**src/rtl/imm_gen_pipe.sv**
```systemverilog
// ---------------------------------------------------------------------------
// imm_gen_pipe
//   Pipelined RV32I/RV64I immediate generator. Each accepted instruction is
//   decoded combinationally (I, S, B, U, J, shift-amount) and sign-extended to
//   XLEN. The result is registered, so it appears one cycle after acceptance.
//   A single skid entry behind the output register absorbs one transfer while
//   the consumer stalls. Together the two entries sustain one instruction per
//   cycle, and in_ready stays a pure register output.
//
// Ports
//   clk, reset        clock, synchronous active-high reset
//   in_valid/in_ready input handshake (in_ready == skid entry empty)
//   instruction       raw 32-bit instruction word
//   tag_in            opaque tag carried alongside the instruction
//   out_valid/out_ready output handshake
//   imm_out           extended immediate (XLEN bits)
//   imm_fmt           0 NONE, 1 I, 2 S, 3 B, 4 U, 5 J, 6 SHAMT
//   imm_illegal       opcode not recognised
//   tag_out           tag belonging to imm_out
//   illegal_count     saturating count of accepted illegal instructions
// ---------------------------------------------------------------------------
module imm_gen_pipe #(
    parameter int XLEN       = 32,
    parameter int TAG_W      = 8,
    parameter int SHAMT_ZEXT = 1,
    parameter int CNT_W      = 16
) (
    input  logic             clk,
    input  logic             reset,
    input  logic             in_valid,
    output logic             in_ready,
    input  logic [31:0]      instruction,
    input  logic [TAG_W-1:0] tag_in,
    output logic             out_valid,
    input  logic             out_ready,
    output logic [XLEN-1:0]  imm_out,
    output logic [2:0]       imm_fmt,
    output logic             imm_illegal,
    output logic [TAG_W-1:0] tag_out,
    output logic [CNT_W-1:0] illegal_count
);

    localparam logic [2:0] FMT_NONE  = 3'd0;
    localparam logic [2:0] FMT_I     = 3'd1;
    localparam logic [2:0] FMT_S     = 3'd2;
    localparam logic [2:0] FMT_B     = 3'd3;
    localparam logic [2:0] FMT_U     = 3'd4;
    localparam logic [2:0] FMT_J     = 3'd5;
    localparam logic [2:0] FMT_SHAMT = 3'd6;

    localparam logic [6:0] OP_LOAD   = 7'b0000011;
    localparam logic [6:0] OP_FENCE  = 7'b0001111;
    localparam logic [6:0] OP_IMM    = 7'b0010011;
    localparam logic [6:0] OP_JALR   = 7'b1100111;
    localparam logic [6:0] OP_SYSTEM = 7'b1110011;
    localparam logic [6:0] OP_STORE  = 7'b0100011;
    localparam logic [6:0] OP_BRANCH = 7'b1100011;
    localparam logic [6:0] OP_LUI    = 7'b0110111;
    localparam logic [6:0] OP_AUIPC  = 7'b0010111;
    localparam logic [6:0] OP_JAL    = 7'b1101111;
    localparam logic [6:0] OP_REG    = 7'b0110011;

    localparam logic [CNT_W-1:0] CNT_MAX = {CNT_W{1'b1}};

    typedef struct packed {
        logic [XLEN-1:0]  imm;
        logic [2:0]       fmt;
        logic             ill;
        logic [TAG_W-1:0] tag;
    } payload_t;

    // Every format is built as a 64-bit sign-extended value and then cut to
    // XLEN, which avoids zero-width replications when XLEN is 32.
    function automatic payload_t decode_instr(input logic [31:0] instr,
                                              input logic [TAG_W-1:0] tag);
        payload_t    p;
        logic [63:0] imm64;
        logic        sgn;
        logic        is_shift;
        sgn      = instr[31];
        imm64    = 64'd0;
        is_shift = (instr[14:12] == 3'b001) || (instr[14:12] == 3'b101);
        p.fmt    = FMT_NONE;
        p.ill    = 1'b0;
        p.tag    = tag;
        case (instr[6:0])
            OP_IMM: begin
                if ((SHAMT_ZEXT != 0) && is_shift) begin
                    if (XLEN == 64) begin
                        imm64 = {58'd0, instr[25:20]};
                    end else begin
                        imm64 = {59'd0, instr[24:20]};
                    end
                    p.fmt = FMT_SHAMT;
                end else begin
                    imm64 = {{52{sgn}}, instr[31:20]};
                    p.fmt = FMT_I;
                end
            end
            OP_LOAD, OP_FENCE, OP_JALR, OP_SYSTEM: begin
                imm64 = {{52{sgn}}, instr[31:20]};
                p.fmt = FMT_I;
            end
            OP_STORE: begin
                imm64 = {{52{sgn}}, instr[31:25], instr[11:7]};
                p.fmt = FMT_S;
            end
            OP_BRANCH: begin
                imm64 = {{51{sgn}}, sgn, instr[7], instr[30:25], instr[11:8], 1'b0};
                p.fmt = FMT_B;
            end
            OP_LUI, OP_AUIPC: begin
                imm64 = {{32{sgn}}, instr[31:12], 12'd0};
                p.fmt = FMT_U;
            end
            OP_JAL: begin
                imm64 = {{43{sgn}}, sgn, instr[19:12], instr[20], instr[30:21], 1'b0};
                p.fmt = FMT_J;
            end
            OP_REG: begin
                imm64 = 64'd0;
                p.fmt = FMT_NONE;
            end
            default: begin
                imm64 = 64'd0;
                p.ill = 1'b1;
            end
        endcase
        p.imm = imm64[XLEN-1:0];
        return p;
    endfunction

    payload_t         dec_s;
    payload_t         out_pl_r;
    payload_t         skid_pl_r;
    logic             out_valid_r;
    logic             skid_valid_r;
    logic             in_ready_r;
    logic [CNT_W-1:0] cnt_r;

    logic             in_fire_s;
    logic             out_free_s;
    logic             out_load_s;
    logic             out_from_skid_s;
    logic             skid_load_s;
    logic             out_valid_nxt_s;
    logic             skid_valid_nxt_s;

    // Decode of whatever is on the input port this cycle.
    always_comb begin
        dec_s = decode_instr(instruction, tag_in);
    end

    // Handshake steering: where the next payload goes and the next entry states.
    always_comb begin
        in_fire_s        = in_valid && in_ready_r;
        out_free_s       = !out_valid_r || out_ready;
        out_load_s       = 1'b0;
        out_from_skid_s  = 1'b0;
        skid_load_s      = 1'b0;
        out_valid_nxt_s  = out_valid_r;
        skid_valid_nxt_s = skid_valid_r;
        if (out_free_s) begin
            // in_ready is low whenever the skid is full, so a held skid entry
            // and a new input can never compete for the output register.
            if (skid_valid_r) begin
                out_load_s       = 1'b1;
                out_from_skid_s  = 1'b1;
                out_valid_nxt_s  = 1'b1;
                skid_valid_nxt_s = 1'b0;
            end else if (in_fire_s) begin
                out_load_s      = 1'b1;
                out_valid_nxt_s = 1'b1;
            end else begin
                out_valid_nxt_s = 1'b0;
            end
        end else begin
            if (in_fire_s) begin
                skid_load_s      = 1'b1;
                skid_valid_nxt_s = 1'b1;
            end else begin
                skid_load_s = 1'b0;
            end
        end
    end

    // Output register, skid entry and the registered ready flag.
    always_ff @(posedge clk) begin
        if (reset) begin
            out_valid_r  <= 1'b0;
            skid_valid_r <= 1'b0;
            in_ready_r   <= 1'b0;
            out_pl_r     <= '{imm: {XLEN{1'b0}}, fmt: 3'd0, ill: 1'b0, tag: {TAG_W{1'b0}}};
            skid_pl_r    <= '{imm: {XLEN{1'b0}}, fmt: 3'd0, ill: 1'b0, tag: {TAG_W{1'b0}}};
        end else begin
            out_valid_r  <= out_valid_nxt_s;
            skid_valid_r <= skid_valid_nxt_s;
            in_ready_r   <= !skid_valid_nxt_s;
            if (out_load_s) begin
                out_pl_r <= out_from_skid_s ? skid_pl_r : dec_s;
            end else begin
                out_pl_r <= out_pl_r;
            end
            if (skid_load_s) begin
                skid_pl_r <= dec_s;
            end else begin
                skid_pl_r <= skid_pl_r;
            end
        end
    end

    // Illegal-opcode counter, bumped at acceptance and held at its maximum.
    always_ff @(posedge clk) begin
        if (reset) begin
            cnt_r <= {CNT_W{1'b0}};
        end else if (in_fire_s && dec_s.ill && (cnt_r != CNT_MAX)) begin
            cnt_r <= cnt_r + CNT_W'(1);
        end else begin
            cnt_r <= cnt_r;
        end
    end

    assign in_ready      = in_ready_r;
    assign out_valid     = out_valid_r;
    assign imm_out       = out_pl_r.imm;
    assign imm_fmt       = out_pl_r.fmt;
    assign imm_illegal   = out_pl_r.ill;
    assign tag_out       = out_pl_r.tag;
    assign illegal_count = cnt_r;

endmodule

```
**config.mk**
```make
export PLATFORM = sky130hd
export DESIGN_NAME = imm_gen_pipe
export DESIGN_NICKNAME = d
export VERILOG_FILES = /design/src/rtl/imm_gen_pipe.sv
export SDC_FILE = /design/constraint.sdc
export NUM_CORES = 1
export LEC_CHECK = 0
export ABC_CLOCK_PERIOD_IN_PS = 2000
export BUFFER_PORTS_ARGS = -buffer_cell sky130_fd_sc_hd__buf_2
export CAP_MARGIN = 20
export CELL_PAD_IN_SITES_DETAIL_PLACEMENT = 1
export CELL_PAD_IN_SITES_GLOBAL_PLACEMENT = 1
export CORE_ASPECT_RATIO = 0.7
export CORE_MARGIN = 2
export CORE_UTILIZATION = 36
export CTS_CLUSTER_SIZE = 16
export DETAILED_ROUTE_END_ITERATION = 10
export PLACE_DENSITY = 0.73
export SLEW_MARGIN = 30
export SYNTH_ARGS = -nofsm -noshare
export SYNTH_HDL_FRONTEND = slang
export SYNTH_SLANG_ARGS = --single-unit
export TNS_END_PERCENT = 1
```
**constraint.sdc**
```tcl
create_clock -name clk -period 2 [get_ports clk]
set_input_delay 0.4 -clock clk [delete_from_list [all_inputs] [get_ports clk]]
set_output_delay 0.4 -clock clk [all_outputs]
set_load 0.03 [all_outputs]
```
==> metrics, run 1 <==
input/output buffers around 110; Post-Syn Nets 655; post-synthesis mux area share 0.4469%; most frequent cell after synthesis dfxtp_1; Distinct cells, synth 59; Post-synth EDFFs 0; vias in the first global route ~5300; TNS Setup 0 ns; Adder-Cell Fraction of Synth Area 0.2483%; gr ovfl total 0; post-synthesis sequential area ratio between 40% and 50%; I/O Pins between 100 and 150; clock root buffer clkbuf_16; post-synthesis compound-gate area fraction about 30%; ys async rst share 0%; drt pass-1 iters 4; die area about 0.015 mm²; initial DRC count between 200 and 250; row count 36; Overall Power 4.865 mW; via count between 5000 and 6000; CTS tree done; fin cells about 940; Synth Area in XOR/XNOR less than 1%; die width 145.4 µm; main combinational cell family by area after synthesis compound AO/OA/AOI/OAI gates; WP data required ~2.3 ns; Data arrival, critical path between 2 and 2.5 ns; leading area contributor after synthesis dfxtp_1; antenna-violating nets left 0; WS Path Type flop to flop; clock sinks between 100 and 150; average routed wire per standard cell between 15 and 20 µm; Peak Freq 0.5112 GHz; Routability Congestion 0.8173; RSZ-0062 raised after global routing yes; Cells after Synth 610; Tot GR Track Use between 20% and 30%; measured slew at the worst slew-check pin between 0.4 and 0.5 ns; CP Capture Type flop; Cell Area, Synth 0.005040 mm²; clk slew on worst S/H paths around 0.07 ns; syn avg cell area slightly above 8 µm²; Final HPWL DP roughly 12000 µm; share of Yosys cell area claimed by the top area cell type between 40% and 50%; startpoint types flop; Tmin final between 1.5 and 2 ns; clock latency on the worst-skew pair 0.36 ns; antenna violations before repair 0; first-pass GRT wire length around 28000 µm; final hold vios 0; clk buf depth 2; final period utilization a little over nine tenths; synth cell count leaders dfxtp_1 (107), nand2_1 (77), nor2_1 (58); largest net degree at the start of global routing a little under 80; antenna cells 0; R2R setup slack ~0.044 ns; Power Density roughly 740 mW/mm²; final setup fails 0; layout cells sized above 1 29.81%; Initial Util a little over a third; status complete, no violations; Post-synth top flop dfxtp_1; die height just over 100 µm; vias per std cell between 5 and 6; placed cell count 920; synth warn 0; Hold/Removal Path Class primary input to flop; Yosys reg bits approximately 110; post-synthesis simple-gate area fraction a little over a fifth; LEAKAGE 2.556 nW; core area 0.01378 mm²; CTS Buf Count 9; H-Tree Depth 3; drc violations 0; Synth area leaders dfxtp_1 (43%), a221oi_1 (6.1%), nand2_1 (5.7%); area delta synth->final 29.89%; maximum VDD drop approximately 400 µV; relative slew slack about 71%; WL final ~18000 µm; final slew viol count 0; Max Cap Violations 0; skew final slightly below 0.009 ns; CP Max Fanout 7; fin nets 788
cell families (layout without fill, tap and decap cells):
group,count (synthesis),after routing
AOI/OAI and AO/OA,211,211
muxes,2,2
DFF,107,107
xor gates and xnor gates,1,1
adders and majority gates,1,1
and+or+nand+nor,226,226
buffers and inverters,62,200
worst paths after layout:
kind | from | to | depth (start not counted)
worst min-delay path | tag_in[6] | skid_pl_r[6] | 3
worst max register to register | illegal_count[0] | illegal_count[9] | 5
worst min register to register | imm_fmt[2] | imm_fmt[2] | 2
worst max-delay path | illegal_count[0] | illegal_count[9] | 5
cell type report:
| cell class | instances | area (µm²) |
|---|---|---|
| clock buffer | 10 | 229.0 |
| clock inverter | 6 | 118.9 |
| fill | 1687 | 7237 |
| inverter | 13 | 48.80 |
| multi-input combinational | 441 | 2699 |
| sequential | 107 | 2148 |
| tap | 190 | 237.7 |
| timing repair buffer | 171 | 1065 |
layer usage:
layer  up-vias  GRT usage, %  part of all wire [%]
met5         -             0                     0
met4         0         5.958                   1.4
met3        20         4.867                   4.3
met2       114         39.59                    47
met1      2643         31.00                    47
li1       2538             -                     -
cells in the final DEF (no fill, tap or decap), types with 9 or more instances in the layout:
master     netlist  final
a211oi_1        10     10
a21oi_1         43     42
a221oi_1        35     35
buf_2           11    104
buf_4            1     63
clkbuf_16        0      9
dfxtp_1        107    102
inv_1           11     11
nand2_1         77     77
nand3_1         10     10
nand3b_1        10     10
nor2_1          58     56
nor3_1          25     25
o21ai_0         53     53
or4_1           13     12
flip-flops by register name (all words and copies together), names as in the netlist:
| name | cells |
|---|---|
| imm_fmt | 3 |
| skid_pl_r | 44 |
| imm_illegal | 1 |
| out_valid | 1 |
| imm_out | 32 |
| illegal_count | 16 |
| skid_valid_r | 1 |
| in_ready | 1 |
| tag_out | 8 |
per-stage QoR:
| stage | hold slack, ns | setup slack [ns] | utilization [%] | area [µm²] |
|---|---|---|---|---|
| detailed placement | 0.4316 | -0.3276 | 44.51 | 6135 |
| finish | 0.2981 | 0.04395 | 47.49 | 6546 |
| global placement | 0.4340 | -0.1838 | 44.51 | 6135 |
| CTS | 0.2917 | -0.02962 | 47.26 | 6514 |
| floorplan | 0.4364 | 0.004086 | - | 5045 |
| global route | 0.3069 | -0.04865 | 47.49 | 6546 |
worst max-delay path, cell delays in order (launching register included):
cell      delay [ns]
dfxtp_2         0.35
ha_2            0.19
and4_1          0.22
a2111o_1        0.48
or4_1           0.50
a21oi_1         0.14
power by group:
group / total (mW) / internal (mW) / switching [mW]
clock: 2.10 / 1.24 / 0.851
combinational: 0.563 / 0.198 / 0.365
sequential: 2.21 / 2.18 / 0.0281
total: 4.87 / 3.62 / 1.24
timing repair:
action / 4_1_cts / 5_1_grt
hold buffers: 0 / 0
pin swaps: 2 / 2
endpoints found under the hold margin: 0 / 0
endpoints found under the setup margin: 1 / 23
resized for setup: 4 / 8
buffers inserted: 2 / 0
No activity file was read; power rests on OpenSTA's default activity.
==> inputs of run 2 (changes only) <==
--- a/config.mk
+++ b/config.mk
@@ -13,6 +13,7 @@
 export CORE_ASPECT_RATIO = 0.7
 export CORE_MARGIN = 2
 export CORE_UTILIZATION = 36
+export CTS_BUF_LIST = sky130_fd_sc_hd__clkbuf_16
 export CTS_CLUSTER_SIZE = 16
 export DETAILED_ROUTE_END_ITERATION = 10
 export PLACE_DENSITY = 0.73
==> run 2 against run 1 <==
Net effect:
- register-to-register slack about the same
- setup slack barely moved
- combinational power hardly changed
- highest routed layer unchanged
- routed wire length decreased by 0.14%
==> metrics, run 2 (synthesis results as in run 1) <==
vias in the first global route 5301; Max Cap Violations 0; antenna violations before repair 0; skew final just over 0.009 ns; final hold vios 0; Data arrival, critical path 2.24 ns; worst reg2reg path depth 5; utilization after layout between 40% and 50%; row count 36; Peak Freq just over 0.5 GHz; fin nets about 790; hold depth 3; final slew viol count 0; gr ovfl total 0; logic gate share of total power roughly 12%; sequential cell area 0.002148 mm²; Clk network pwr share between 40% and 50%; Tot GR Track Use a little under a quarter; CTS Hold Bufs 0; die height around 100 µm; CP Max Fanout 7; area taken by multi-input logic gates 0.002699 mm²; crit path cell chain ha_2 > and4_1 > a2111o_1 > or4_1 > a21oi_1; Routability Congestion about 0.82; clock latency on the worst-skew pair between 0.3 and 0.4 ns; input/output buffers about 110; clk buf depth 2; Power Density 742.5 mW/mm²; die width 145.4 µm; Final WS setup ~0.044 ns; core area about 0.014 mm²; clk slew on worst S/H paths ~0.070 ns; CP Capture Type flop; status complete, no violations; LEAKAGE about 2.6 nW; initial DRC count 208; WP data required 2.28 ns; average routed wire per standard cell ~19 µm; antenna-violating nets left 0; layout cells sized above 1 29.81%; first-pass GRT wire length 28040 µm; net switching power figure approximately 1.2 mW; clock root buffer clkbuf_16; Flop pwr share between 40 and 50%; antenna cells 0; drt pass-1 iters 4; CP max stage delay ~0.5 ns; I/O Pins 106; startpoint types flop; die area 0.01498 mm²; CTS tree done; WL final approximately 18000 µm; maximum VDD drop 405.2 µV; WS Path Type flop to flop; Initial Util between 30% and 40%; relative slew slack 70.64%; drc violations 0; commonest non-fill, non-tap cell in the layout buf_2; Reg with most FFs skid_pl_r; via count 5299; hold slack 0.2984 ns; Hold/Removal Path Class primary input to flop; max reg flops 44; Final HPWL DP roughly 12000 µm; H-Tree Depth 3; measured slew at the worst slew-check pin about 0.44 ns; internal power roughly 3.6 mW; vias per std cell roughly 5.6; Place WS -0.3276 ns; final period utilization a little over nine tenths; Tmin final just under 2 ns; fillers around 1700; critical path's slowest cell or4_1; RSZ-0062 raised after global routing yes; clock sinks 107; final setup fails 0; largest net degree at the start of global routing approximately 80; switching share of power between 20% and 30%; area delta synth->final 29.89%; CTS Buf Count 9; commonest cells after routing, fill and taps aside buf_2 (104), dfxtp_1 (102), nand2_1 (77)
-- run 2: cell count changes in the layout (fill, tap and decap cells not counted) --
cell      previous run  this run
inv_1               11        12
clkbuf_1             1         0
-- run 2: timing repair --
item	CTS	global route
setup endpoints to repair	1	23
gates resized for setup	4	8
buffers inserted	2	0
cloned	0	0
hold endpoints to repair	0	0
pin swaps	2	2
-- run 2: worst max-delay path: cells and delay by family (launching register included) --
family / cells / cell delay, ns
AOI/OAI and AO/OA: 2 / 0.62
adders and majority gates: 1 / 0.19
DFF: 1 / 0.35
and+or+nand+nor: 2 / 0.72
-- run 2: metrics by stage --
stage	instance area, µm²	power (mW)	TNS [ns]	cells
detailed placement	6135	2.813	-12.37	920
global route	6546	5.045	-0.08139	938
CTS	6514	4.899	-0.04429	938
global placement	6135	2.790	-6.737	920
floorplan	5045	2.564	0	610
finish	6546	4.860	0	938
-- run 2: routing by layer --
layer	vias up	track usage (%)	share of wire, %
met5	-	0	0
met4	0	5.958	1.4
met3	20	4.867	4.4
met2	107	39.59	47
met1	2636	31.00	47
li1	2536	-	-
-- run 2: final timing paths --
kind                    startpoint               end  slack, ns
hold reg to reg         imm_fmt[2]        imm_fmt[2]       0.44
setup / recovery  illegal_count[0]  illegal_count[9]       0.04
hold / removal           tag_in[5]      skid_pl_r[5]       0.30
setup reg to reg  illegal_count[0]  illegal_count[9]       0.04
-- run 2: power groups by stage --
stage	clock network [mW]	logic, mW	registers, mW
2_1_floorplan	0	0.237	2.33
3_3_place_gp	0	0.537	2.25
3_5_place_dp	0	0.557	2.26
4_1_cts	2.13	0.562	2.21
5_1_grt	2.22	0.608	2.21
6_report	2.09	0.563	2.21
-- run 2: layout make-up --
cell class	instances	share of cell area, %
tap	190	3.631
clock inverter	7	1.873
inverter	13	0.7454
timing repair buffer	171	16.27
multi-input combinational	441	41.23
sequential	107	32.82
clock buffer	9	3.440
==> inputs of run 3 (changes only) <==
--- a/config.mk
+++ b/config.mk
@@ -5,6 +5,7 @@
 export SDC_FILE = /design/constraint.sdc
 export NUM_CORES = 1
 export LEC_CHECK = 0
+export ABC_AREA = 1
 export ABC_CLOCK_PERIOD_IN_PS = 2000
 export BUFFER_PORTS_ARGS = -buffer_cell sky130_fd_sc_hd__buf_2
 export CAP_MARGIN = 20
@@ -16,7 +17,7 @@
 export CTS_BUF_LIST = sky130_fd_sc_hd__clkbuf_16
 export CTS_CLUSTER_SIZE = 16
 export DETAILED_ROUTE_END_ITERATION = 10
-export PLACE_DENSITY = 0.73
+export PLACE_DENSITY = 0.75
 export SLEW_MARGIN = 30
 export SYNTH_ARGS = -nofsm -noshare
 export SYNTH_HDL_FRONTEND = slang
==> run 3 against run 2 <==
Net effect:
- register-to-register slack improved by 0.20 ns
- clock skew increased by 0.0035 ns
- die area is 11% higher
- largest power group unchanged
- highest routed layer unchanged
==> metrics, run 3 <==
ys async rst share 0%; Place WS 0.02300 ns; Post-Syn Nets ~860; Buf/Inv on CP 4; Final HPWL DP 12970 µm; sequential cell area 0.002142 mm²; maximum VDD drop approximately 360 µV; Power Density about 660 mW/mm²; Final WS setup roughly 0.24 ns; CP Capture Type flop; Peak Freq around 0.57 GHz; CTS Buf Count 9; final slew viol count 0; LEAKAGE 3.250 nW; Initial Util 36.49%; utilization after layout 44.54%; clock root buffer clkbuf_16; Cell Area, Synth around 0.0056 mm²; vias per std cell 5.153; Tmin final between 1.5 and 2 ns; Post-synth top flop dfxtp_1; gr ovfl total 0; WL final between 15000 and 20000 µm; Cells after Synth between 800 and 900; clk slew on worst S/H paths about 0.080 ns; critical path's slowest cell dfxtp_1; WP data required approximately 2.2 ns; CTS tree done; CTS Hold Bufs 0; die area between 0.015 and 0.02 mm²; Post-synth EDFFs 0; die width 153.1 µm; cts repair resizes 0; input/output buffers 105; Reg with most FFs skid_pl_r; initial DRC count 359; Max Cap Violations 0; clock latency on the worst-skew pair around 0.35 ns; status complete, no violations; fillers ~2000; via count approximately 5800; max reg flops 44; first-pass GRT wire length between 20000 and 30000 µm; average routed wire per standard cell ~16 µm; synth warn 0; area delta synth->final 22.06%; Routability Congestion between 0.9 and 1; final setup fails 0; commonest cells after routing, fill and taps aside nand2_1 (118), nor2_1 (111), dfxtp_1 (107); M2 GR Usage around a third; drt pass-1 iters 4; drc violations 0; measured slew at the worst slew-check pin around 0.46 ns; commonest non-fill, non-tap cell in the layout nand2_1; most frequent cell after synthesis nand2_1; Tot GR Track Use a little over a fifth; CP Max Fanout 60; largest net degree at the start of global routing between 70 and 80; CP max stage delay about 0.36 ns; row count 38; number of setup buffers added after CTS 0; GR Layer Usage met3 3.367%; Synth area leaders dfxtp_1 (38%), nand2_1 (7.9%), nand3_1 (7.5%); H-Tree Depth 3; final period utilization between 80% and 90%; Yosys reg bits around 110; final hold vios 0; layout cells sized above 1 about a quarter; Data arrival, critical path just under 2 ns; most used cell, CP inv_1; Hold/Removal Path Class primary input to flop; area taken by multi-input logic gates 0.002953 mm²; share of Yosys cell area claimed by the top area cell type between 30% and 40%; syn avg cell area 6.868 µm²; crit path cell chain inv_1 > nor2_1 > inv_1 > nand2_1 > inv_1 > buf_12 > o21ai_0 > a21oi_1; RSZ-0062 raised after global routing no; antenna-violating nets left 0; Distinct cells, synth 34; most used routing layer met2; Top delay family on crit path buffers and inverters; antenna cells 0; I/O Pins around 110; fin nets 971; core area about 0.015 mm²; WS Path Type flop to flop; synth cell count leaders nand2_1 (118), nor2_1 (112), dfxtp_1 (107); startpoint types flop; TNS Setup 0 ns; leading area contributor after synthesis dfxtp_1; post-synthesis sequential area ratio between 30% and 40%; die height around 110 µm; antenna violations before repair 0; clock sinks roughly 110; relative slew slack 68.85%; skew final 0.01260 ns; GR Util met1 31.13%; hold slack about 0.29 ns; vias in the first global route ~5600; Overall Power 4.500 mW; clk buf depth 2
[run 3: changes by cell type in the layout (fill, tap and decap cells not counted), sizes merged, moves of 13 or more]
cell,change
nand3,+75
nor2,+60
nand2,+58
inv,+52
a21oi,+36
a221oi,-35
nand4,+34
nor3,-20
o211ai,+20
buf,-19
or2,+15
o31ai,-13
or4,-13
[run 3: stage by stage]
step                      cell area, µm²  instances
after floorplan                     5604        816
after detailed placement            6565       1115
after CTS                           6840       1131
after global placement              6565       1115
final                               6840       1131
after global routing                6840       1131
[run 3: report_power, final]
group,internal (mW),switching [mW],total (mW)
Clock,0.851,0.847,1.70
Sequential,2.20,0.0336,2.23
Combinational,0.180,0.393,0.573
Total,3.23,1.27,4.50
[run 3: layout make-up]
cell class,instances,share of cell area (%)
Tap cell,200,3.658
Sequential cell,107,31.32
Clock buffer,9,3.292
Inverter,71,3.896
Clock inverter,7,0.7317
Multi-Input combinational cell,585,43.17
Timing Repair Buffer,152,13.94
[run 3: path summary, 6_finish.rpt]
kind | from | endpoint | slack, ns | cells past startpoint
min | tag_in[4] | skid_pl_r[4] | 0.29 | 3
max | out_valid | imm_fmt[0] | 0.24 | 8
min reg2reg | imm_out[0] | imm_out[0] | 0.46 | 2
max reg2reg | out_valid | imm_fmt[0] | 0.24 | 8
[run 3: per-layer routing]
layer,vias up,part of all wire (%)
li1,2955,-
met1,2766,51
met2,98,44
met3,9,4.2
met4,0,0.77
met5,-,0
[run 3: cells by family after synthesis]
| group | count (synthesis) | share of synthesized area [%] |
|---|---|---|
| compound gates | 177 | 18.00 |
| xor+xnor | 9 | 1.406 |
| fa+ha+maj | 1 | 0.2232 |
| buf+inv | 124 | 9.221 |
| flops | 107 | 38.22 |
| simple gates | 398 | 32.93 |
[run 3: worst register-to-register path, cell delays in order (launching register included)]
cell and delay [ns]:
dfxtp_1 0.36, inv_1 0.05, nor2_1 0.20, inv_1 0.14, nand2_1 0.26, inv_1 0.12
buf_12 0.20, o21ai_0 0.24, a21oi_1 0.06
